File: config.mk
export PLATFORM = sky130hd
export DESIGN_NAME = gsim_x_writer
export DESIGN_NICKNAME = d
export VERILOG_FILES = /design/src/rtl/gsim_x_writer.sv
export SDC_FILE = /design/constraint.sdc
export NUM_CORES = 1
export LEC_CHECK = 0
export ABC_AREA = 0
export BUFFER_PORTS_ARGS = -buffer_cell sky130_fd_sc_hd__clkbuf_2
export CAP_MARGIN = 20
export CORE_MARGIN = 3
export CORE_UTILIZATION = 45
export DETAILED_ROUTE_END_ITERATION = 7
export PLACE_DENSITY = 0.74
export SLEW_MARGIN = 20
export SYNTH_ARGS = -nofsm -noshare
export SYNTH_HDL_FRONTEND = slang
export SYNTH_SLANG_ARGS = --single-unit
File: constraint.sdc
create_clock -name i_clk -period 3.73 [get_ports i_clk]
set_input_delay 0.746 -clock i_clk [delete_from_list [all_inputs] [get_ports i_clk]]
set_output_delay 0.746 -clock i_clk [all_outputs]
set_load 0.01 [all_outputs]
File: src/rtl/gsim_x_writer.sv
// Write-back stage for the Gauss-Seidel solver: buffers solved x elements,
// saturates them to 32 bits and writes them to x memory at {matrix, element}.
module gsim_x_writer #(
  parameter int FIFO_DEPTH = 4
) (
  input  logic        i_clk,
  input  logic        i_reset,
  input  logic        i_module_en,
  input  logic [4:0]  i_matrix_num,
  input  logic        i_x_vld,
  input  logic [36:0] i_x_data,
  output logic        o_x_rdy,
  output logic        o_x_wen,
  output logic [8:0]  o_x_addr,
  output logic [31:0] o_x_data,
  output logic        o_proc_done
);

  localparam int AW = $clog2(FIFO_DEPTH);
  localparam logic [AW:0] DEPTH_C = (AW+1)'(FIFO_DEPTH);

  typedef enum logic [1:0] {S_IDLE, S_RUN, S_DONE} state_t;

  state_t        r_state;
  logic          r_en_d;
  logic [4:0]    r_num;
  logic [3:0]    r_elem_idx;
  logic [4:0]    r_matrix_idx;
  logic [AW-1:0] r_wr_ptr;
  logic [AW-1:0] r_rd_ptr;
  logic [AW:0]   r_count;
  logic [8:0]    r_acc_cnt;
  logic [36:0]   r_mem [FIFO_DEPTH];

  logic          w_push;
  logic          w_pop;
  logic          w_last;
  logic [8:0]    w_total;
  logic [36:0]   w_head;
  logic [31:0]   w_sat;

  assign w_total = {r_num, 4'b0000};

  // Stop accepting once every element of the run is in hand, so nothing
  // beyond the last result is ever taken from the solver.
  assign o_x_rdy = (r_state == S_RUN) && (r_count < DEPTH_C) && (r_acc_cnt != w_total);
  assign w_push  = i_x_vld && o_x_rdy;
  assign w_pop   = (r_state == S_RUN) && (r_count != '0);
  assign w_last  = (r_elem_idx == 4'd15) && (r_matrix_idx == (r_num - 5'd1));
  assign w_head  = r_mem[r_rd_ptr];

  always_comb begin
    w_sat = w_head[31:0];
    if (!((&w_head[36:31]) || ~(|w_head[36:31]))) begin
      w_sat = w_head[36] ? 32'h8000_0000 : 32'h7FFF_FFFF;
    end
  end

  always_ff @(posedge i_clk) begin
    if (w_push) begin
      r_mem[r_wr_ptr] <= i_x_data;
    end
  end

  always_ff @(posedge i_clk or posedge i_reset) begin
    if (i_reset) begin
      r_state      <= S_IDLE;
      r_en_d       <= 1'b0;
      r_num        <= '0;
      r_elem_idx   <= '0;
      r_matrix_idx <= '0;
      r_wr_ptr     <= '0;
      r_rd_ptr     <= '0;
      r_count      <= '0;
      r_acc_cnt    <= '0;
      o_x_wen      <= 1'b0;
      o_x_addr     <= '0;
      o_x_data     <= '0;
      o_proc_done  <= 1'b0;
    end else begin
      r_en_d <= i_module_en;
      case (r_state)
        S_IDLE: begin
          o_x_wen     <= 1'b0;
          o_proc_done <= 1'b0;
          if (i_module_en && !r_en_d) begin
            r_num        <= i_matrix_num;
            r_elem_idx   <= '0;
            r_matrix_idx <= '0;
            r_wr_ptr     <= '0;
            r_rd_ptr     <= '0;
            r_count      <= '0;
            r_acc_cnt    <= '0;
            r_state      <= (i_matrix_num == 5'd0) ? S_DONE : S_RUN;
          end
        end

        S_RUN: begin
          if (w_push) begin
            r_wr_ptr  <= r_wr_ptr + 1'b1;
            r_acc_cnt <= r_acc_cnt + 9'd1;
          end
          if (w_push && !w_pop) begin
            r_count <= r_count + 1'b1;
          end else if (!w_push && w_pop) begin
            r_count <= r_count - 1'b1;
          end
          if (w_pop) begin
            r_rd_ptr   <= r_rd_ptr + 1'b1;
            o_x_wen    <= 1'b1;
            o_x_addr   <= {r_matrix_idx, r_elem_idx};
            o_x_data   <= w_sat;
            r_elem_idx <= r_elem_idx + 4'd1;
            if (r_elem_idx == 4'd15) begin
              r_matrix_idx <= r_matrix_idx + 5'd1;
            end
            if (w_last) begin
              r_state <= S_DONE;
            end
          end else begin
            o_x_wen <= 1'b0;
          end
        end

        S_DONE: begin
          o_x_wen <= 1'b0;
          // Done is shown for at least one cycle even if enable already fell.
          if (!i_module_en && o_proc_done) begin
            o_proc_done <= 1'b0;
            r_state     <= S_IDLE;
          end else begin
            o_proc_done <= 1'b1;
          end
        end

        default: begin
          r_state <= S_IDLE;
        end
      endcase
    end
  end

endmodule
**Word level (Yosys, flattened, before mapping)**

Memories as Yosys holds them, arrays and structs flattened.
Index checks and enable logic that the tools add are counted.
W data, S select, Z words.

- $add $sub $neg: 8
- Magnitude comparators: 1
- Equality and inequality tests: 12
- Muxes and demuxes: 33
- Bitwise gates (word level): 1
- Reduce and logical (&&, ||, !) cells: 30

Operators with widths:

| operator | count |
|---|---|
| $mux W32 | 2 |
| $mux W9 | 2 |
| $pmux W9 S2 | 1 |
| $mux W2 | 8 |
| $mux W5 | 3 |
| $ne A2 B2 Y1 const B | 5 |
| $pmux W5 S2 | 1 |
| $add A9 B1 Y9 const B | 1 |
| $logic_and A1 B1 Y1 | 9 |
| $mux W3 | 3 |
| $ne A9 B9 Y1 | 1 |
| $reduce_and A3 Y1 | 3 |
| $mux W4 | 2 |
| $pmux W2 S2 | 2 |
| $pmux W4 S2 | 1 |
| $reduce_and A4 Y1 | 2 |
| $pmux W2 S3 | 1 |
| $pmux W3 S2 | 1 |
| $reduce_and A6 Y1 | 1 |
| $reduce_bool A2 Y1 | 3 |
| $reduce_or A6 Y1 | 1 |
| $add A5 B1 Y5 const B | 1 |
| $eq A5 B5 Y1 | 1 |
| $logic_not A5 Y1 | 1 |
| 20 further kinds | 29 |

- Register bits after elaboration: 76
- Memory bits (writable): 148
- Input bits: 46
- Output and inout port bits: 44
- Logic and storage cells: 99
- Memories: 1

Memories:

| name | words | bits a word | rd ports | clocked after memory_dff | write ports | RTL line | source |
|---|---|---|---|---|---|---|---|
| r_mem | 4 | 37 | 1 | 0 | 1 | 33 | `logic [36:0] r_mem [FIFO_DEPTH];` |

**Longest topological paths before layout**

Gate-level depths: netlist (run 1).

- Depth in word-level cells: 9
- Mapped depth: 12

**Worst setup path after synthesis (run 1)**

Ideal clock, no wire load.

- Path type: in2reg
- Start point: input port i_x_vld
- End point: memory r_mem[0][0], enable pin
- Arrival time: 2.355 ns
- Required time: 3.332 ns
- Slack: 0.977 ns
- Cell stages on the path: 4
- Path buffers: 1
- Cells stage by stage: nor3b_2 > o21a_1 > clkbuf_1 > and2_1

- Word-level cells in the longest chain between the ends: 3

RTL lines:

| item | RTL line | source |
|---|---|---|
| from (decl) | 10 | `input logic i_x_vld,` |
| $logic_and A1 B1 Y1 | 47 | `assign w_push = i_x_vld && o_x_rdy;` |
| $mux W1 | 60 | `if (w_push) begin` |
| $mux W1 (implied by the code) | 61 | `r_mem[r_wr_ptr] <= i_x_data;` |
| to (decl) | 33 |  |

No other way between the ends.

**Final worst setup path (run 1)**

- Start point: register r_state[0]
- End point: memory r_mem[2][23], enable pin

- Word-level cells in the longest chain between the ends: 6

RTL lines:

| item | RTL line | source |
|---|---|---|
| from (decl) | 24 | `state_t r_state;` |
| from (signal assigned) | 94 | `r_state <= (i_matrix_num == 5'd0) ? S_DONE : S_RUN;` |
| $eq A2 B1 Y1 | 46 | `assign o_x_rdy = (r_state == S_RUN) && (r_count < DEPTH_C) && (r_acc_cnt != w_total);` |
| $logic_and A1 B1 Y1 (2 in a row) | 46 |  |
| $logic_and A1 B1 Y1 | 47 |  |
| $mux W1 | 60 |  |
| $mux W1 (implied by the code) | 61 |  |

No other way between the ends.

==> results.md, run 1 <==
* Status: completed
* Pins Over Slew Limit at 0
* Reg-to-reg setup timing slack at between 0.8 and 0.9 ns
* Synth top area cells: edfxtp_1 (48%), dfrtp_1 (21%), mux4_2 (7.8%)
* Mux share of post-synthesis cell area at a little under a tenth
* Syn-to-layout area delta at 16.1%
* Slowest-stage cell, CP: and2_2
* CTS Buf Count at 23
* Max Cap Violations at 0
* Avg Vias per Cell at around 5.4
* Critical path origin: r_state[0]$_DFFE_PP0P_
* Routed Wire Length at between 15000 and 20000 um
* DR DRC count at 0
* Nets at 750
* Global-route wire length before repair at approximately 30000 um
* GRT Overall Usage at roughly 17%
* CTS sink cnt at 224
* Placed cell areas at 9940 um^2
* Initial antenna violation count at 0
* Yosys cell types at 49
* Largest family of logic cells by synthesized area: multiplexers
* Post-Synthesis Cell Area at a little over 9000 um^2
* Leakage at just over 4 nW
* Worst-Margin Slew at slightly below 1 ns
* R2r startpoint: r_state[0]$_DFFE_PP0P_
* PostCTS Resize Cnt at 0
* Vias in the first global route at 5573
* Post-synthesis simple-gate area fraction at under 10%
* Post-route cell area at around 11000 um^2
* CP Capture Type: flip-flop
* Starting density of the core at between 40% and 50%
* First-pass DRT Iterations at 5
* Largest net degree at the start of global routing at 47
* Crit path kind: flip-flop to flip-flop
* CTS root buf: clkbuf_16
* Clock latency on the worst-skew pair at roughly 0.52 ns
* Post-layout util at between 50 and 60%
* Crit path largest cell delay at ~0.56 ns
* Post-synthesis xor/xnor area fraction at 1.70%
* DRT iter0 DRCs at between 400 and 500
* Hold buffer count at CTS at 0
* DP Worst Slack at 0.903 ns
* Worst-path maximum fanout at 19
* Detail Placement HPWL at 12400 um
* Post-DRT Antenna Nets at 0
* Ports at 90
* Peak VDD IR at ~0.00049 V
* Yosys reg bits at about 220
* FP Rows at between 50 and 60
* Buf/Inv on CP at 1
* Worst Hold Slack at around 0.18 ns
* Min-delay worst type: input pin to async pin
* Routed len/inst at 19.4 um
* Clock slew at reported path FFs at 0.06 ns
* Adder-Cell Fraction of Synth Area at under 10%
* Crit start category: flip-flop
* Power density over the cells at around 840 nW/um^2
* Final Hold Fails at 0
* H-tree levels at 1
* Synth top cells by count: edfxtp_1 (148), nor2_1 (77), dfrtp_1 (76), nand2_1 (63), mux4_2 (32)
* CP Cell Sequence: nand2b_1, nor3b_2, o21a_1, and2_2, buf_4
* Top delay family on crit path: simple AND/OR/NAND/NOR gates
* Capture point of the critical path: r_mem[2][23]$_DFFE_PP_
* PnR worst setup slack at just under 0.9 ns
* Die Ht at around 150 um
* Layout Skew at approximately 0.02 ns
* Req. time, crit path at about 4 ns
* Via count at ~5.3k
* Reg2Reg Depth at 5
* Die Span X at about 150 um
* RSZ-0062 raised after global routing: false
* Port Buffer Count at just under 90
* Core area at a little under 20000 um^2
* Final period utilization at between 70 and 80%
* Prevailing post-synth register cell: edfxtp_1
* FMAX at roughly 350 MHz
* Worst EP arrival at 3.06 ns
* Yosys warning count at 0
* Total grt overflow at 0
* Seq/Total Area, Yosys at 68.6%
* Final setup viols at 0
* Worst R2R End: r_mem[2][23]$_DFFE_PP_
* Layout cell share with drive strength beyond 1 at between 20% and 30%
* Synth Area per Inst at around 16 um^2
* CTS tree: done
* Largest area contributor in the netlist: edfxtp_1
* Setup Buffers After CTS at 0
* CTS max path bufs at 3
* Worst relative slew slack at 33.9%
* Top-area cell type share of the netlist area at between 40% and 50%
* GP Congestion at approximately 0.81
* Synth Area in Compound Gates at 7.29%
* Most frequent cell after synthesis: edfxtp_1
* N_diodes at 0
* Post-synth EDFFs at between 100 and 150
* CP Depth at 5
* Setup tns final at 0 ns
* Syn_nets at between 600 and 700
* Async set or reset register ratio after synthesis at about a third
* Post-synthesis cell count at around 600
* Area of the die at 22300 um^2
* Minimum clock period at roughly 2.8 ns
==> worst register-to-register path, cell delays in order (launching register included) <==
cell and delay (ns):
dfrtp_1 0.51, nand2b_1 0.37, nor3b_2 0.37, o21a_1 0.43, and2_2 0.57, buf_4 0.31
==> through the flow <==
step / power, mW / std cells
detailed placement: 6.67 / 934
finish: 8.97 / 976
global route: 9.51 / 976
global placement: 6.54 / 934
CTS: 9.09 / 976
floorplan: 5.83 / 596
==> final cells by class <==
class | count | area [um^2]
multi-input combinational | 328 | 2660
timing repair buffer | 103 | 551
clock buffer | 27 | 601
tap | 265 | 332
inverter | 14 | 53.8
clock inverter | 15 | 191
fill | 1583 | 9110
sequential | 224 | 6350
==> worst min-delay path by stage <==
stage	slack [ns]	to	cells past startpoint
after floorplan	0.47	o_x_addr[3]$_DFFE_PP0P_	2
after global placement	0.46	o_x_addr[8]$_DFFE_PP0P_	2
after detailed placement	0.46	o_x_addr[7]$_DFFE_PP0P_	2
after CTS	0.18	o_x_data[0]$_DFFE_PP0P_	2
after global routing	0.20	o_x_data[27]$_DFFE_PP0P_	2
final	0.18	o_x_data[30]$_DFFE_PP0P_	2
==> layout by cell type (no fill, tap or decap), drive strengths merged, types with 4 or more instances in the layout <==
cell type and count:
clkinv 8, o31ai 7, edfxtp 148, inv 15
xnor2 11, dfrtp 76, clkbuf 116, nand4 5
bufinv 4, nor2 78, and2 6, mux4 37
nand2 63, o21ai 19, ha 9, a211oi 31
nand3 11, nor3b 4, a21oi 7, xor2 7
nor3 4, buf 14
==> registers in the layout, summed over array words and instances, names as in the netlist <==
| register | cells |
|---|---|
| r_mem | 148 |
| o_x_data | 32 |
| o_x_addr | 9 |
| r_acc_cnt | 9 |
| r_matrix_idx | 5 |
| r_num | 5 |
| r_elem_idx | 4 |
| r_count | 3 |
| r_rd_ptr | 2 |
| r_state | 2 |
| r_wr_ptr | 2 |
| o_proc_done | 1 |
| o_x_wen | 1 |
| r_en_d | 1 |
==> metal layers <==
| layer | wire [um] | vias to the layer above | track usage [%] |
|---|---|---|---|
| met4 | 331 | 0 | 3.80 |
| met5 | 0 | - | 0 |
| li1 | - | 2421 | - |
| met2 | 9510 | 186 | 29.9 |
| met3 | 1200 | 31 | 3.37 |
| met1 | 7910 | 2664 | 23.4 |
==> power breakdown <==
group	switching (mW)	internal (mW)	total, mW	leakage, nW
Combinational	1.77	1.22	2.99	1.41
Clock	0.932	1.44	2.37	0.379
Sequential	0.382	3.23	3.61	2.27
Total	3.09	5.89	8.97	4.06
==> cell families (layout without fill, tap and decap cells) <==
family | count (synthesis) | in the layout
compound gates | 77 | 77
flops | 224 | 224
mux | 39 | 39
simple gates | 184 | 184
fa+ha+maj | 10 | 10
xor+xnor | 18 | 18
buf+inv | 44 | 159
Power figures use the tool's default switching activity.
==> run 2: changes to the inputs <==
--- a/config.mk
+++ b/config.mk
@@ -5,13 +5,13 @@
 export SDC_FILE = /design/constraint.sdc
 export NUM_CORES = 1
 export LEC_CHECK = 0
-export ABC_AREA = 0
+export ABC_AREA = 1
 export BUFFER_PORTS_ARGS = -buffer_cell sky130_fd_sc_hd__clkbuf_2
 export CAP_MARGIN = 20
 export CORE_MARGIN = 3
 export CORE_UTILIZATION = 45
 export DETAILED_ROUTE_END_ITERATION = 7
-export PLACE_DENSITY = 0.74
+export PLACE_DENSITY = 0.77
 export SLEW_MARGIN = 20
 export SYNTH_ARGS = -nofsm -noshare
 export SYNTH_HDL_FRONTEND = slang
==> constraint.sdc (replaced) <==
create_clock -name i_clk -period 2.5 [get_ports i_clk]
set_input_delay 0.5 -clock i_clk [delete_from_list [all_inputs] [get_ports i_clk]]
set_output_delay 0.5 -clock i_clk [all_outputs]
set_load 0.01 [all_outputs]
==> run 2 against run 1 <==
  * Clock skew decreased by 0.0030 ns
  * Total power grew 43%
  * Sequential power increased by 41%
  * Clock power up 46%
  * Synthesized area is 1.5% higher
  * Cell count grew 30%
  * Critical path type is now flip-flop to output port
  * Critical endpoint is now o_x_rdy
  * Highest routed layer unchanged
==> results.md, run 2 <==
* Worst-path maximum fanout at 4
* Routed len/inst at between 15 and 20 um
* Avg Vias per Cell at between 5 and 6
* Most frequent cell after synthesis: nand2_1
* Power density over the cells at ~1200 nW/um^2
* Pins Over Slew Limit at 0
* Post-Synthesis Cell Area at 9390 um^2
* Synth Area in Compound Gates at 7.78%
* Total grt overflow at 0
* Area of the die at 22600 um^2
* Die Ht at approximately 150 um
* Post-synthesis xor/xnor area fraction at 1.03%
* Hold buffer count at CTS at 0
* Mux share of post-synthesis cell area at 0%
* Min-delay worst type: input pin to async pin
* Synth top cells by count: nand2_1 (263), edfxtp_1 (148), nor2_1 (90), o21ai_0 (90), dfrtp_1 (76)
* Post-synthesis cell count at 885
* Commonest non-fill, non-tap cells in the layout: nand2_1 (262), edfxtp_1 (148), o21ai_0 (90)
* Layout Skew at ~0.016 ns
* Yosys cell types at 30
* CTS root buf: clkbuf_16
* Worst EP arrival at ~1.8 ns
* Combinational share of power at around a third
* Worst-Margin Slew at 0.629 ns
* GP Congestion at ~0.83
* Layout cell share with drive strength beyond 1 at 16.7%
* Largest Register: r_mem
* PostCTS Resize Cnt at 0
* RSZ-0062 raised after global routing: false
* Post-synth EDFFs at around 150
* Largest family of logic cells by synthesized area: simple AND/OR/NAND/NOR gates
* Largest area contributor in the netlist: edfxtp_1
* Most common cell after layout, fill and taps aside: nand2_1
* Internal Power at 8.24 mW
* Post-DRT Antenna Nets at 0
* FMAX at 431 MHz
* Yosys warning count at 0
* Synth Area per Inst at between 10 and 15 um^2
* Crit start category: flip-flop
* Global-route wire length before repair at 33100 um
* Setup Buffers After CTS at 0
* Worst relative slew slack at about 58%
* Non-Filler Instances at about 1.3k
* Worst Hold Slack at 0.0189 ns
* Largest regs: r_mem (148), o_x_data (32)
* Largest net degree at the start of global routing at 76
* FP Rows at between 50 and 60
* Prevailing post-synth register cell: edfxtp_1
* Sw Pwr at around 4.6 mW
* Clock slew at reported path FFs at about 0.060 ns
* Nets at 1036
* Yosys reg bits at between 200 and 250
* Syn_nets at about 940
* Max reg flops at approximately 150
* Clock latency on the worst-skew pair at around 0.52 ns
* H-tree levels at 1
* Final Hold Fails at 0
* R2r startpoint: r_acc_cnt[0]$_DFFE_PP0P_
* Syn-to-layout area delta at 16.8%
* CTS tree: done
* Detail Placement HPWL at approximately 13000 um
* Placed cell count at approximately 1.2k
* Sequential share of power at between 30% and 40%
* Status: completed
* Starting density of the core at ~46%
* Initial antenna violation count at 0
* Clock share of power at between 20 and 30%
* Vias in the first global route at roughly 6.5k
* Req. time, crit path at approximately 2.0 ns
* Leakage at approximately 4.6 nW
* Die Span X at 150 um
* Peak VDD IR at roughly 0.00054 V
* Crit path kind: flip-flop to output port
* Critical path origin: r_acc_cnt[0]$_DFFE_PP0P_
* Core area at 20400 um^2
* Pwr Total at about 13 mW
* Post-synthesis simple-gate area fraction at roughly 18%
* Final setup viols at 0
* Ports at 90
* CP Capture Type: output port
* Switching share of total power at 35.9%
* CTS max path bufs at 3
* Synth top area cells: edfxtp_1 (47%), dfrtp_1 (20%), nand2_1 (11%)
* N_diodes at 0
* Setup tns final at 0 ns
* DR DRC count at 0
* GRT Overall Usage at a little under a fifth
* Seq/Total Area, Yosys at 67.6%
* Max Cap Violations at 0
* First-pass DRT Iterations at 5
* Adder-Cell Fraction of Synth Area at approximately 1.4%
* Routed Wire Length at 20500 um
* Minimum clock period at about 2.3 ns
* Port Buffer Count at 89
* DRT iter0 DRCs at roughly 540
* Fillers at roughly 1.7k
* CTS sink cnt at ~220
* Async set or reset register ratio after synthesis at 33.9%
* Via count at roughly 6.5k
* CTS Buf Count at 24
* Top-area cell type share of the netlist area at about 47%
* Final period utilization at 92.9%
-- run 2: cell types whose count changed in the layout (fill, tap and decap cells not counted), sizes merged, moves of 14 or more --
cell	delta
nand2	+205
mux4	-37
nor2	+14
o22ai	+34
inv	+33
a211oi	-31
o21ai	+72
nand3	+25
-- run 2: kinds of logic after synthesis --
| kind of cell | Yosys count |
|---|---|
| compound gates | 137 |
| xor+xnor | 11 |
| fa+ha+maj | 10 |
| buf+inv | 93 |
| flops | 224 |
| simple gates | 410 |
-- run 2: area by class of cell --
class                      count  area [um^2]  area share (%)
sequential                   224         6350            57.9
multi-input combinational    568         2660            24.2
timing repair buffer         113          676            6.16
clock buffer                  29          619            5.65
tap                          270          338            3.08
inverter                      49          185            1.69
clock inverter                13          146            1.33
-- run 2: metal layers --
metal / routed length [um] / track usage (%)
met3: 1250 / 3.58
met2: 9740 / 30.2
met4: 327 / 5.22
met5: 0 / 0
met1: 9210 / 24.8
-- run 2: power groups by stage --
stage	clock network, mW	logic, mW	registers [mW]
after CTS	3.51	4.34	5.10
after global placement	0	4.21	5.15
after global routing	3.66	4.90	5.18
final	3.45	4.31	5.10
after detailed placement	0	4.29	5.17
after floorplan	0	2.89	5.24
-- run 2: critical path, stage by stage, from the launching register on --
cell and delay (ns):
dfrtp_1 0.37, inv_1 0.12, ha_1 0.16, nand3_1 0.07
nor2_1 0.11, nand3_1 0.19, nand2_1 0.10, inv_1 0.07
clkbuf_2 0.13
-- run 2: final timing paths --
kind / slack (ns) / endpoint / depth (start not counted)
worst max-delay path: 0.18 / o_x_rdy / 8
min in group i_clk: 0.12 / r_en_d$_DFF_PP0_ / 1
max in group asynchronous: 1.80 / r_matrix_idx[2]$_DFFE_PP0P_ / 3
worst max register to register: 0.31 / r_count[2]$_DFFE_PP0P_ / 14
worst min-delay path: 0.02 / o_x_data[0]$_DFFE_PP0P_ / 2
worst min register to register: 0.48 / o_x_data[28]$_DFFE_PP0P_ / 2
-- run 2: through the flow --
step | utilization [%] | worst slack (ns) | instance area (um^2)
4_1_cts | 53.9 | 0.164 | 11000
3_3_place_gp | 50.1 | 0.383 | 10200
5_1_grt | 53.9 | 0.0814 | 11000
2_1_floorplan | - | -0.0183 | 9400
3_5_place_dp | 50.1 | 0.315 | 10200
6_report | 53.9 | 0.178 | 11000
